## src/rtl/pdm_capture_ctrl_if.sv

```systemverilog
// ---------------------------------------------------------------------------
// pdm_capture_ctrl_if
//   Read-side stream of the PDM capture FIFO (ready/valid).
//   master : the FIFO owner (pdm_capture_ctrl) drives rd_data / rd_valid.
//   slave  : the consumer (CPU/CSR layer) drives rd_ready.
//
//   rd_data  [15:0] FIFO head sample, meaningful only while rd_valid is 1
//   rd_valid        FIFO not empty
//   rd_ready        consumer accepts the head; pops when rd_valid is also 1
// ---------------------------------------------------------------------------
interface pdm_capture_ctrl_if;
  logic [15:0] rd_data;
  logic        rd_valid;
  logic        rd_ready;

  modport master (output rd_data, output rd_valid, input rd_ready);
  modport slave  (input rd_data, input rd_valid, output rd_ready);
endinterface : pdm_capture_ctrl_if

```

## src/rtl/pdm_capture_ctrl.sv

```systemverilog
// ---------------------------------------------------------------------------
// pdm_capture_ctrl
//   Capture sequencer for the PDM microphone front end. Owns the mic enable
//   and clock-period configuration, discards a programmable number of warm-up
//   samples after a start, and buffers accepted 16-bit PCM samples in a local
//   FIFO drained by the CPU through a ready/valid port.
//
// Ports
//   clk, rst_n        system clock, asynchronous active-low reset
//   start, stop       one-cycle capture start / stop requests (stop wins)
//   period_cfg [7:0]  PDM clock period, latched on an accepted start (>= 2)
//   settle_cfg [15:0] warm-up samples to discard, latched on accepted start
//   irq_level [AW:0]  FIFO fill threshold for irq; 0 disables that term
//   ovf_clear         clears the sticky overflow flag
//   mic_enable        drives pdm_mic.enable (high while WARMUP or RUN)
//   mic_period [7:0]  drives pdm_mic.period
//   pcm_sample [15:0] sample from pdm_mic
//   pcm_valid         sample-valid level from pdm_mic (may stay high long)
//   rd_if             FIFO read stream (rd_data / rd_valid / rd_ready)
//   level [AW:0]      FIFO occupancy, 0..DEPTH
//   busy, running     state != IDLE, state == RUN
//   overflow          sticky: a sample was dropped because the FIFO was full
//   irq               registered level interrupt
// ---------------------------------------------------------------------------
module pdm_capture_ctrl #(
  parameter int DEPTH = 64,
  parameter int AW    = $clog2(DEPTH)
) (
  input  logic                       clk,
  input  logic                       rst_n,
  input  logic                       start,
  input  logic                       stop,
  input  logic [7:0]                 period_cfg,
  input  logic [15:0]                settle_cfg,
  input  logic [AW:0]                irq_level,
  input  logic                       ovf_clear,
  output logic                       mic_enable,
  output logic [7:0]                 mic_period,
  input  logic [15:0]                pcm_sample,
  input  logic                       pcm_valid,
  pdm_capture_ctrl_if.master         rd_if,
  output logic [AW:0]                level,
  output logic                       busy,
  output logic                       running,
  output logic                       overflow,
  output logic                       irq
);

  typedef enum logic [1:0] {
    ST_IDLE   = 2'd0,
    ST_WARMUP = 2'd1,
    ST_RUN    = 2'd2
  } state_e;

  localparam logic [AW:0]   DEPTH_LVL = (AW+1)'(DEPTH);
  localparam logic [AW:0]   LVL_ONE   = (AW+1)'(1);
  localparam logic [AW-1:0] PTR_ONE   = AW'(1);

  state_e          state_q, state_d;
  logic            pv_q, pv_d;          // registered pcm_valid for edge detect
  logic            ev_d_q, ev_d_d;      // write strobe, one cycle after event
  logic [7:0]      period_q, period_d;
  logic [15:0]     settle_q, settle_d;
  logic [AW-1:0]   wr_ptr_q, wr_ptr_d;
  logic [AW-1:0]   rd_ptr_q, rd_ptr_d;
  logic [AW:0]     level_q, level_d;
  logic            overflow_q, overflow_d;
  logic            irq_q, irq_d;

  logic [15:0]     mem [DEPTH];

  logic            start_ok;
  logic            ev;
  logic            pop;
  logic            full;
  logic            push_req;
  logic            push;
  logic            drop;

  // -------------------------------------------------------------------------
  // Control decode
  // -------------------------------------------------------------------------
  // A start is only honoured from IDLE, without a concurrent stop, and with a
  // period that actually toggles the PDM clock.
  assign start_ok = start && !stop && (period_cfg >= 8'd2) && (state_q == ST_IDLE);

  // Rising edge of pcm_valid; events seen while idle are ignored.
  assign ev       = pcm_valid && !pv_q && (state_q != ST_IDLE);

  assign pop      = (level_q != '0) && rd_if.rd_ready;
  assign full     = (level_q == DEPTH_LVL);

  // The strobe only exists for RUN-state events; a stop in the write cycle
  // cancels it.
  assign push_req = ev_d_q && (state_q == ST_RUN) && !stop;

  // A full FIFO still accepts a push when the head is popped in the same cycle.
  assign push     = push_req && (!full || pop);
  assign drop     = push_req && full && !pop;

  // -------------------------------------------------------------------------
  // FSM: state register
  // -------------------------------------------------------------------------
  // NOTE: sequential state uses non-blocking assignments so every flop samples
  // the pre-edge values regardless of block ordering.
  always_ff @(posedge clk or negedge rst_n) begin
    if (!rst_n) begin
      state_q <= ST_IDLE;
    end else begin
      state_q <= state_d;
    end
  end

  // -------------------------------------------------------------------------
  // FSM: next-state logic
  // -------------------------------------------------------------------------
  // NOTE: every combinational output gets a default first so no path leaves it
  // unassigned, which would otherwise infer a latch.
  always_comb begin
    state_d = state_q;
    unique case (state_q)
      ST_IDLE: begin
        if (start_ok) begin
          state_d = (settle_cfg == 16'd0) ? ST_RUN : ST_WARMUP;
        end
      end
      ST_WARMUP: begin
        if (stop) begin
          state_d = ST_IDLE;
        end else if (ev && (settle_q == 16'd1)) begin
          // The event that exhausts the settle count is itself discarded.
          state_d = ST_RUN;
        end
      end
      ST_RUN: begin
        if (stop) begin
          state_d = ST_IDLE;
        end
      end
      default: state_d = ST_IDLE;
    endcase
  end

  // -------------------------------------------------------------------------
  // FSM: outputs
  // -------------------------------------------------------------------------
  always_comb begin
    busy       = (state_q != ST_IDLE);
    running    = (state_q == ST_RUN);
    mic_enable = (state_q != ST_IDLE);
  end

  // -------------------------------------------------------------------------
  // Datapath next-state
  // -------------------------------------------------------------------------
  always_comb begin
    pv_d       = pcm_valid;
    ev_d_d     = ev && (state_q == ST_RUN);
    period_d   = period_q;
    settle_d   = settle_q;
    wr_ptr_d   = wr_ptr_q;
    rd_ptr_d   = rd_ptr_q;
    level_d    = level_q;

    if (start_ok) begin
      period_d = period_cfg;
      settle_d = settle_cfg;
    end else if ((state_q == ST_WARMUP) && ev) begin
      settle_d = settle_q - 16'd1;
    end

    if (start_ok) begin
      // Flush: the previous capture's leftovers are discarded.
      wr_ptr_d = '0;
      rd_ptr_d = '0;
      level_d  = '0;
    end else begin
      if (push) wr_ptr_d = wr_ptr_q + PTR_ONE;
      if (pop)  rd_ptr_d = rd_ptr_q + PTR_ONE;
      unique case ({push, pop})
        2'b10:   level_d = level_q + LVL_ONE;
        2'b01:   level_d = level_q - LVL_ONE;
        default: level_d = level_q;
      endcase
    end

    // Set has priority over clear so a drop in the clear cycle is not lost.
    overflow_d = drop || (overflow_q && !ovf_clear);
    irq_d      = ((irq_level != '0) && (level_q >= irq_level)) || overflow_q;
  end

  // -------------------------------------------------------------------------
  // Datapath registers
  // -------------------------------------------------------------------------
  always_ff @(posedge clk or negedge rst_n) begin
    if (!rst_n) begin
      pv_q       <= 1'b0;
      ev_d_q     <= 1'b0;
      period_q   <= 8'd0;
      settle_q   <= 16'd0;
      wr_ptr_q   <= '0;
      rd_ptr_q   <= '0;
      level_q    <= '0;
      overflow_q <= 1'b0;
      irq_q      <= 1'b0;
    end else begin
      pv_q       <= pv_d;
      ev_d_q     <= ev_d_d;
      period_q   <= period_d;
      settle_q   <= settle_d;
      wr_ptr_q   <= wr_ptr_d;
      rd_ptr_q   <= rd_ptr_d;
      level_q    <= level_d;
      overflow_q <= overflow_d;
      irq_q      <= irq_d;
    end
  end

  // NOTE: the sample storage has no reset; level_q gates every read, so stale
  // contents are never observed and the array can map onto plain RAM.
  always_ff @(posedge clk) begin
    if (push) begin
      mem[wr_ptr_q] <= pcm_sample;
    end
  end

  // -------------------------------------------------------------------------
  // Outputs
  // -------------------------------------------------------------------------
  assign mic_period     = period_q;
  assign level          = level_q;
  assign overflow       = overflow_q;
  assign irq            = irq_q;
  assign rd_if.rd_valid = (level_q != '0);
  assign rd_if.rd_data  = mem[rd_ptr_q];

endmodule : pdm_capture_ctrl
```

## src/flat_wrapper.sv

```systemverilog
// flat-port wrapper written by rule: the top's interface ports become plain ports
module pdm_capture_ctrl_flat 
#(
  parameter int DEPTH = 64,
  parameter int AW    = $clog2(DEPTH)
)
  (clk, rst_n, start, stop, period_cfg, settle_cfg, irq_level, ovf_clear, mic_enable, mic_period, pcm_sample, pcm_valid, level, busy, running, overflow, irq, rd_if_rd_data, rd_if_rd_valid, rd_if_rd_ready);
  pdm_capture_ctrl_if rd_if_i ();
  input  logic clk;
  input  logic rst_n;
  input  logic start;
  input  logic stop;
  input  logic [7:0] period_cfg;
  input  logic [15:0] settle_cfg;
  input  logic [AW:0] irq_level;
  input  logic ovf_clear;
  output logic mic_enable;
  output logic [7:0] mic_period;
  input  logic [15:0] pcm_sample;
  input  logic pcm_valid;
  output logic [AW:0] level;
  output logic busy;
  output logic running;
  output logic overflow;
  output logic irq;
  output wire logic [$bits(rd_if_i.rd_data)-1:0] rd_if_rd_data;
  output wire logic [$bits(rd_if_i.rd_valid)-1:0] rd_if_rd_valid;
  input wire logic [$bits(rd_if_i.rd_ready)-1:0] rd_if_rd_ready;
  assign rd_if_rd_data = rd_if_i.rd_data;
  assign rd_if_rd_valid = rd_if_i.rd_valid;
  assign rd_if_i.rd_ready = rd_if_rd_ready;
  pdm_capture_ctrl #(.DEPTH(DEPTH), .AW(AW)) u_core (.clk(clk), .rst_n(rst_n), .start(start), .stop(stop), .period_cfg(period_cfg), .settle_cfg(settle_cfg), .irq_level(irq_level), .ovf_clear(ovf_clear), .mic_enable(mic_enable), .mic_period(mic_period), .pcm_sample(pcm_sample), .pcm_valid(pcm_valid), .rd_if(rd_if_i), .level(level), .busy(busy), .running(running), .overflow(overflow), .irq(irq));
endmodule
```

## config.mk

```make
export PLATFORM = sky130hd
export DESIGN_NAME = pdm_capture_ctrl_flat
export DESIGN_NICKNAME = d
export VERILOG_FILES = /design/src/rtl/pdm_capture_ctrl_if.sv /design/src/rtl/pdm_capture_ctrl.sv /design/src/flat_wrapper.sv
export SDC_FILE = /design/constraint.sdc
export NUM_CORES = 1
export LEC_CHECK = 0
export ABC_AREA = 1
export BUFFER_PORTS_ARGS = -buffer_cell sky130_fd_sc_hd__buf_2
export CAP_MARGIN = 20
export CORE_ASPECT_RATIO = 0.9
export CORE_MARGIN = 2
export CORE_UTILIZATION = 40
export DETAILED_ROUTE_END_ITERATION = 10
export GPL_TIMING_DRIVEN = 0
export PLACE_DENSITY = 0.66
export SLEW_MARGIN = 0
export SYNTH_ARGS = -nofsm -noshare
export SYNTH_HDL_FRONTEND = slang
export SYNTH_SLANG_ARGS = --single-unit
```

## constraint.sdc

```tcl
create_clock -name clk -period 4.2 [get_ports clk]
set_clock_uncertainty 0.15 [all_clocks]
set_input_delay 0.63 -clock clk [delete_from_list [all_inputs] [get_ports clk]]
set_output_delay 0.63 -clock clk [all_outputs]
set_load 0.01 [all_outputs]
```

# After elaboration in Yosys (flattened, before gate mapping)
# Memory sizes are Yosys's and may differ from the RTL's.
# Cells that the tools add are included.
[totals] n_memories=1 inputBits=54 word_cells=77 out_inout_bits=37 ramBits=1024 register_bits=49
[classes] mux=16 n_reduce_logical=34 n_lt_le_gt_ge=2 add_sub_neg=5 n_eq_ne=9
[memory_table] name="u_core.mem" depth=64 width=16 rd=1 rd_ports_with_merged_regs=0 write_ports=1 line_no="pdm_capture_ctrl.sv:70" rtl="logic [15:0] mem [DEPTH];"
[ops] operator="2-to-1 mux 16 bit" count=2
[ops] operator="2-to-1 mux 6 bit" count=4
[ops] operator="== test 16 x 1 -> 1 bit, second input constant" count=1
[ops] operator="logical AND 1 bit" count=16
[ops] operator="zero test 16 bit" count=1
[ops] operator="subtractor 16 x 1 -> 16 bit, second input constant" count=1
[ops] operator="one-hot mux 7 bit (2 select lines)" count=1
[ops] operator="nonzero test 7 bit" count=2
[ops] operator="adder 6 x 1 -> 6 bit, second input constant" count=2
[ops] operator="2-to-1 mux 2 bit" count=5
[ops] operator="greater-or-equal comparator 8 x 2 -> 1 bit, second input constant" count=1
[ops] operator="nonzero test 2 bit" count=4
[ops] operator="adder 7 x 1 -> 7 bit, second input constant" count=1
[ops] operator="== test 7 bit, second input constant" count=1
[ops] operator="greater-or-equal comparator 7 bit" count=1
[ops] operator="2-to-1 mux 7 bit" count=1
[ops] operator="subtractor 7 x 1 -> 7 bit, second input constant" count=1
[ops] operator="one-hot mux 2 bit (3 select lines)" count=1
[ops] operator="zero test 1 bit" count=5
[ops] operator="== test 2 x 1 -> 1 bit, second input constant" count=2
[ops] operator="== test 2 bit, second input constant" count=2
[ops] operator="logical OR 1 bit" count=3
[ops] operator="inequality test 3 x 2 -> 1 bit, second input constant" count=1
[ops] operator="AND reduction 3 bit" count=1
[ops] operator="other kinds (5)" count=6

# Logic depth before layout (Yosys ltp)
[depth] ltp_word=7 depth_mapped=14 mapped_depth_nobuf=14

# Worst setup path after synthesis
# No wires, ideal clock.
[synth_timing] path_type="input to register" start="input port stop" end="memory u_core.mem[15][0], enable pin" n_path_buf=0 stages=5 setup_slack_ps=776 required_time_ps=3620 arrival_ps=2844 setup_time_ps=430 cell_sequence="inv_1 > nand3_1 > nor2_4 > nand2_1 > nor4_1"
[synth_between] elab_chain_len=5
[synth_lines] element="from (decl)" line_no="flat_wrapper.sv:12" rtl="input logic stop;"
[synth_lines] element="zero test 1 bit" line_no="pdm_capture_ctrl.sv:95" rtl="assign push_req = ev_d_q && (state_q == ST_RUN) && !stop;"
[synth_lines] element="logical AND 1 bit" line_no="pdm_capture_ctrl.sv:95"
[synth_lines] element="logical AND 1 bit" line_no="pdm_capture_ctrl.sv:98" rtl="assign push = push_req && (!full || pop);"
[synth_lines] element="2-to-1 mux 1 bit" line_no="pdm_capture_ctrl.sv:222" rtl="if (push) begin"
[synth_lines] element="2-to-1 mux 1 bit (not written as such)" line_no="pdm_capture_ctrl.sv:223" rtl="mem[wr_ptr_q] <= pcm_sample;"
[synth_lines] element="to (decl)" line_no="pdm_capture_ctrl.sv:70"
# No other way between the ends.

# Worst setup path in the final report
[layout_timing] start="register u_core.rd_ptr_q[3]" end="output port rd_if_rd_data[8]"
[layout_between] elab_chain_len=1
[layout_lines] element="from (decl)" line_no="pdm_capture_ctrl.sv:65" rtl="logic [AW-1:0] rd_ptr_q, rd_ptr_d;"
[layout_lines] element="from (signal assigned)" line_no="pdm_capture_ctrl.sv:212" rtl="rd_ptr_q <= rd_ptr_d;"
[layout_lines] element="memory read (64 x 16 bit)"
[layout_lines] element="to (decl)" line_no="flat_wrapper.sv:26" rtl="output wire logic [$bits(rd_if_i.rd_data)-1:0] rd_if_rd_data;"
# No other way between the ends.

==> results.txt <==
----------------------------------------------------
[Outcome]
  Status ... complete, but fails checks
  Violations in the final reports ... negative setup slack

[Setup path]
  Endpoint of the most critical register-to-register path ... u_core.mem[1][6]
  Critical-path maximum fanout ... 12
  Arrival time of data at the critical path endpoint ... 3450 ps
  FF-to-FF Start ... u_core.state_q[0]
  Critical path data required time ... 3420 ps
  Source of the critical timing path ... u_core.rd_ptr_q[3]
  Internal reg-to-reg setup slack ... 890 ps
  Kind of capture point of the worst setup path ... output port
  Critical path launch point type ... register
  Worst Path Class, Setup ... reg2out
  Worst reg-to-reg path cell count ... 8

[Synth]
  Number of enable-type register cells in the synthesized netlist ... 1024
  Dominant synthesized flop cell ... edfxtp_1
  Synth Cell Area ... 0.0452 mm2
  Synth Area in Compound Gates ... 0.0244
  Fraction of synthesized cell area in xor and xnor cells ... 0.00155
  Largest cells by area after synthesis ... edfxtp_1 68%, nand2_1 13%, nand3_1 5.6%
  Adder-cell share of the synthesized area ... 0.00488
  Number of unique standard cell types used by synthesis ... 34
  Cell accounting for the most synthesized area ... edfxtp_1
  Share of synthesized flip-flops with an asynchronous set or reset ... 0.0457
  Syn avg cell area ... 10.7 um2
  Combinational family with the most area after synthesis ... simple AND/OR/NAND/NOR gates
  Simple-Gate Fraction of Synth Area ... 0.223
  Area share of the largest cell type after synthesis ... 0.681
  Most frequent cell after synthesis ... nand2_1
  Net count after synthesis ... 4277
  Number of instances in the synthesized netlist ... 4206
  Count of state elements after synthesis ... 1073
  Synth top cells by count ... 1554 x nand2_1, 1024 x edfxtp_1, 501 x nand3_1
  Share of synthesized area spent on multiplexers ... 0
  Post-synthesis sequential area ratio ... 0.708
  Warning count from the yosys run ... 0

[Place]
  Final weighted congestion of routability-driven global placement ... 1.01
  Detailed placement HPWL ... 101000 um
  Cell Count Post-Placement ... 5839
  Count of input and output buffers ... 90
  Post-Place Worst Slack ... 427 ps

[Routing]
  Pre-antenna DRT Iters ... 6
  DRC viols ... 0
  Antenna-violating nets left ... 0
  WL final ... 146000 um
  Count of routing violations after the opening detailed-route iteration ... 5059
  Post-DR wirelength/cell ... 24.2 um
  Via count normalized by instance count ... 5.49
  Detailed-route via count ... 33200

[Clocking]
  TritonCTS clock tree ... built
  H-tree levels ... 3
  Root Buffer ... clkbuf_16
  Inserted Clock Buffers ... 107
  Worst-Skew Late Latency ... 710 ps
  Number of clock sinks ... 1073
  Buffers from clock root to sink, at most ... 3
  Clk pin slew, worst setup/hold paths ... 70 ps

[Power and ir drop]
  Fraction of power spent switching nets ... 0.380
  Logic pwr share ... 0.332
  Leakage power ... 20.1 nW
  Max IR drop VDD ... 0.453 mV
  Power density cells ... 617 mW/mm2
  Total power of the final layout ... 0.0325 W
  Share of total power in the clock network ... 0.298
  Sequential share of power ... 0.370
  Pint ... 0.0201 W
  Switching Power ... 0.0123 W

[Global route]
  Global route total overflow ... 0
  Total routing resource utilization after global routing ... 0.251
  Vias in the first global route ... 30400
  Wire length of the first global-routing pass ... 208000 um
  Largest net degree at the start of global routing ... 65
  Antenna violations before repair ... 4

[STA]
  Headroom to the max-slew limit ... 0.306
  Maximum frequency from static timing analysis ... 237 MHz
  Setup violation total in the final timing report ... 3
  Shortest clock period the worst path allows after layout ... 4230 ps
  Final worst-path setup slack ... -26.8 ps
  Worst-Margin Slew ... 1040 ps
  Final hold violation count ... 0
  Final slew viol count ... 0
  Fin Hold WS ... 46.4 ps
  Period Utilization, post-route ... 1.01

[Min path]
  Terminating pin of the worst hold path ... u_core.settle_q[3]
  Min-delay src ... settle_cfg[3]
  Worst hold path depth ... 3
  Hold Path Class ... in2reg

[Finish]
  Share of the core filled with cells in the final layout ... 0.471
  Post-layout nets ... 4549
  Synth-to-Final Area Change ... 16.5%
  Share of layout cells above drive strength 1 ... 0.122
  Filler-free cell count of the finished design ... 6040

[Run]
  Maxcap violations ... 0

[Floorplanning]
  Width of the chip ... 358 um
  Count of pins on the block boundary ... 91
  Placeable core region ... 0.112 mm2
  Row count ... 116
  Starting density of the core ... 0.405
  Area of the die ... 0.116 mm2
  Vertical die dimension ... 323 um

----------------------------------------------------
-- sequential cells by signal, indices dropped and copies added, names as in the netlist --
register / flops
u_core.wr_ptr_q: 6
u_core.pv_q: 1
u_core.settle_q: 16
u_core.overflow: 1
u_core.mem: 1024
u_core.state_q: 2
u_core.irq: 1
u_core.level: 7
u_core.mic_period: 8
u_core.rd_ptr_q: 6
u_core.ev_d_q: 1
-- cells in the final DEF, fill, tap and decap left out, drive strengths merged, types with 3 or more instances in the layout --
master and instances:
o211ai 9, edfxtp 1024, nor4 3, nand3 506, o21ai 121, xor2 4
nor2 409, bufinv 11, nand2 1555, inv 183, clkinv 39, xnor2 4
nor3 7, ha 16, clkbuf 255, dfrtp 49, dlygate4sd3 6, clkinvlp 5
a21oi 77, nand4 10, buf 262
-- critical path, stage by stage, from the launching register on --
cell and delay, ps:
dfrtp_1 490, inv_1 490, clkbuf_1 560, nand3_1 450, nand2_1 350, nand3_1 100
nand2_1 140, buf_2 150
-- final cells by class --
class,count,area [um2]
Antenna cell,1,2.50
Buffer,222,1160
Clock buffer,137,2880
Clock inverter,58,609
Fill cell,9993,59000
Inverter,180,679
Multi-Input combinational cell,2730,11700
Sequential cell,1073,32000
Tap cell,1475,1850
Timing Repair Buffer,164,1730
-- metrics by stage --
stage	area (um2)	TNS, ps
finish	52600	-35.2
global route	52600	-0.513
CTS	52400	0
detailed placement	48800	0
global placement	47500	-18650
floorplan	45200	0
-- worst max-delay path by stage --
stage | to | cells past startpoint | slack [ps]
after global routing | rd_if_rd_data[0] | 14 | -0.5
final | rd_if_rd_data[8] | 7 | -30
after global placement | u_core.mem[15][8] | 6 | -1170
after CTS | rd_if_rd_data[6] | 10 | 2
after detailed placement | rd_if_rd_data[4] | 11 | 430
after floorplan | u_core.mem[15][0] | 5 | 780
-- routing by layer --
layer | GRT usage | wire [um] | up-vias
li1 | - | - | 14700
met3 | 0.0712 | 20000 | 313
met1 | 0.352 | 57500 | 16000
met4 | 0.110 | 7050 | 0
met2 | 0.362 | 61900 | 2145
met5 | 0 | 0 | -
-- kinds of logic (layout without fill, tap and decap cells) --
family | Yosys count | after routing
adder cells (fa/ha/maj) | 17 | 17
XOR/XNOR | 8 | 8
buffers and inverters | 403 | 761
AND/OR/NAND/NOR | 2492 | 2492
other | 0 | 1
AO/OA/AOI/OAI | 213 | 213
flip-flops | 1073 | 1073
-- power by group through the flow --
stage               clock network [W]  registers (W)  logic [W]
finish                        0.00967         0.0120     0.0108
global route                   0.0101         0.0120     0.0115
floorplan                           0         0.0122    0.00580
CTS                           0.00970         0.0120     0.0102
global placement                    0         0.0122    0.00996
detailed placement                  0         0.0122     0.0101
-- timing repair --
item / 4_1_cts / 5_1_grt
gates resized for setup: 39 / 108
setup buffers: 0 / 0
hold endpoints to repair: 34 / 0
hold buffers: 6 / 0
setup endpoints to repair: 16 / 16
Power figures use the tool's default switching activity.
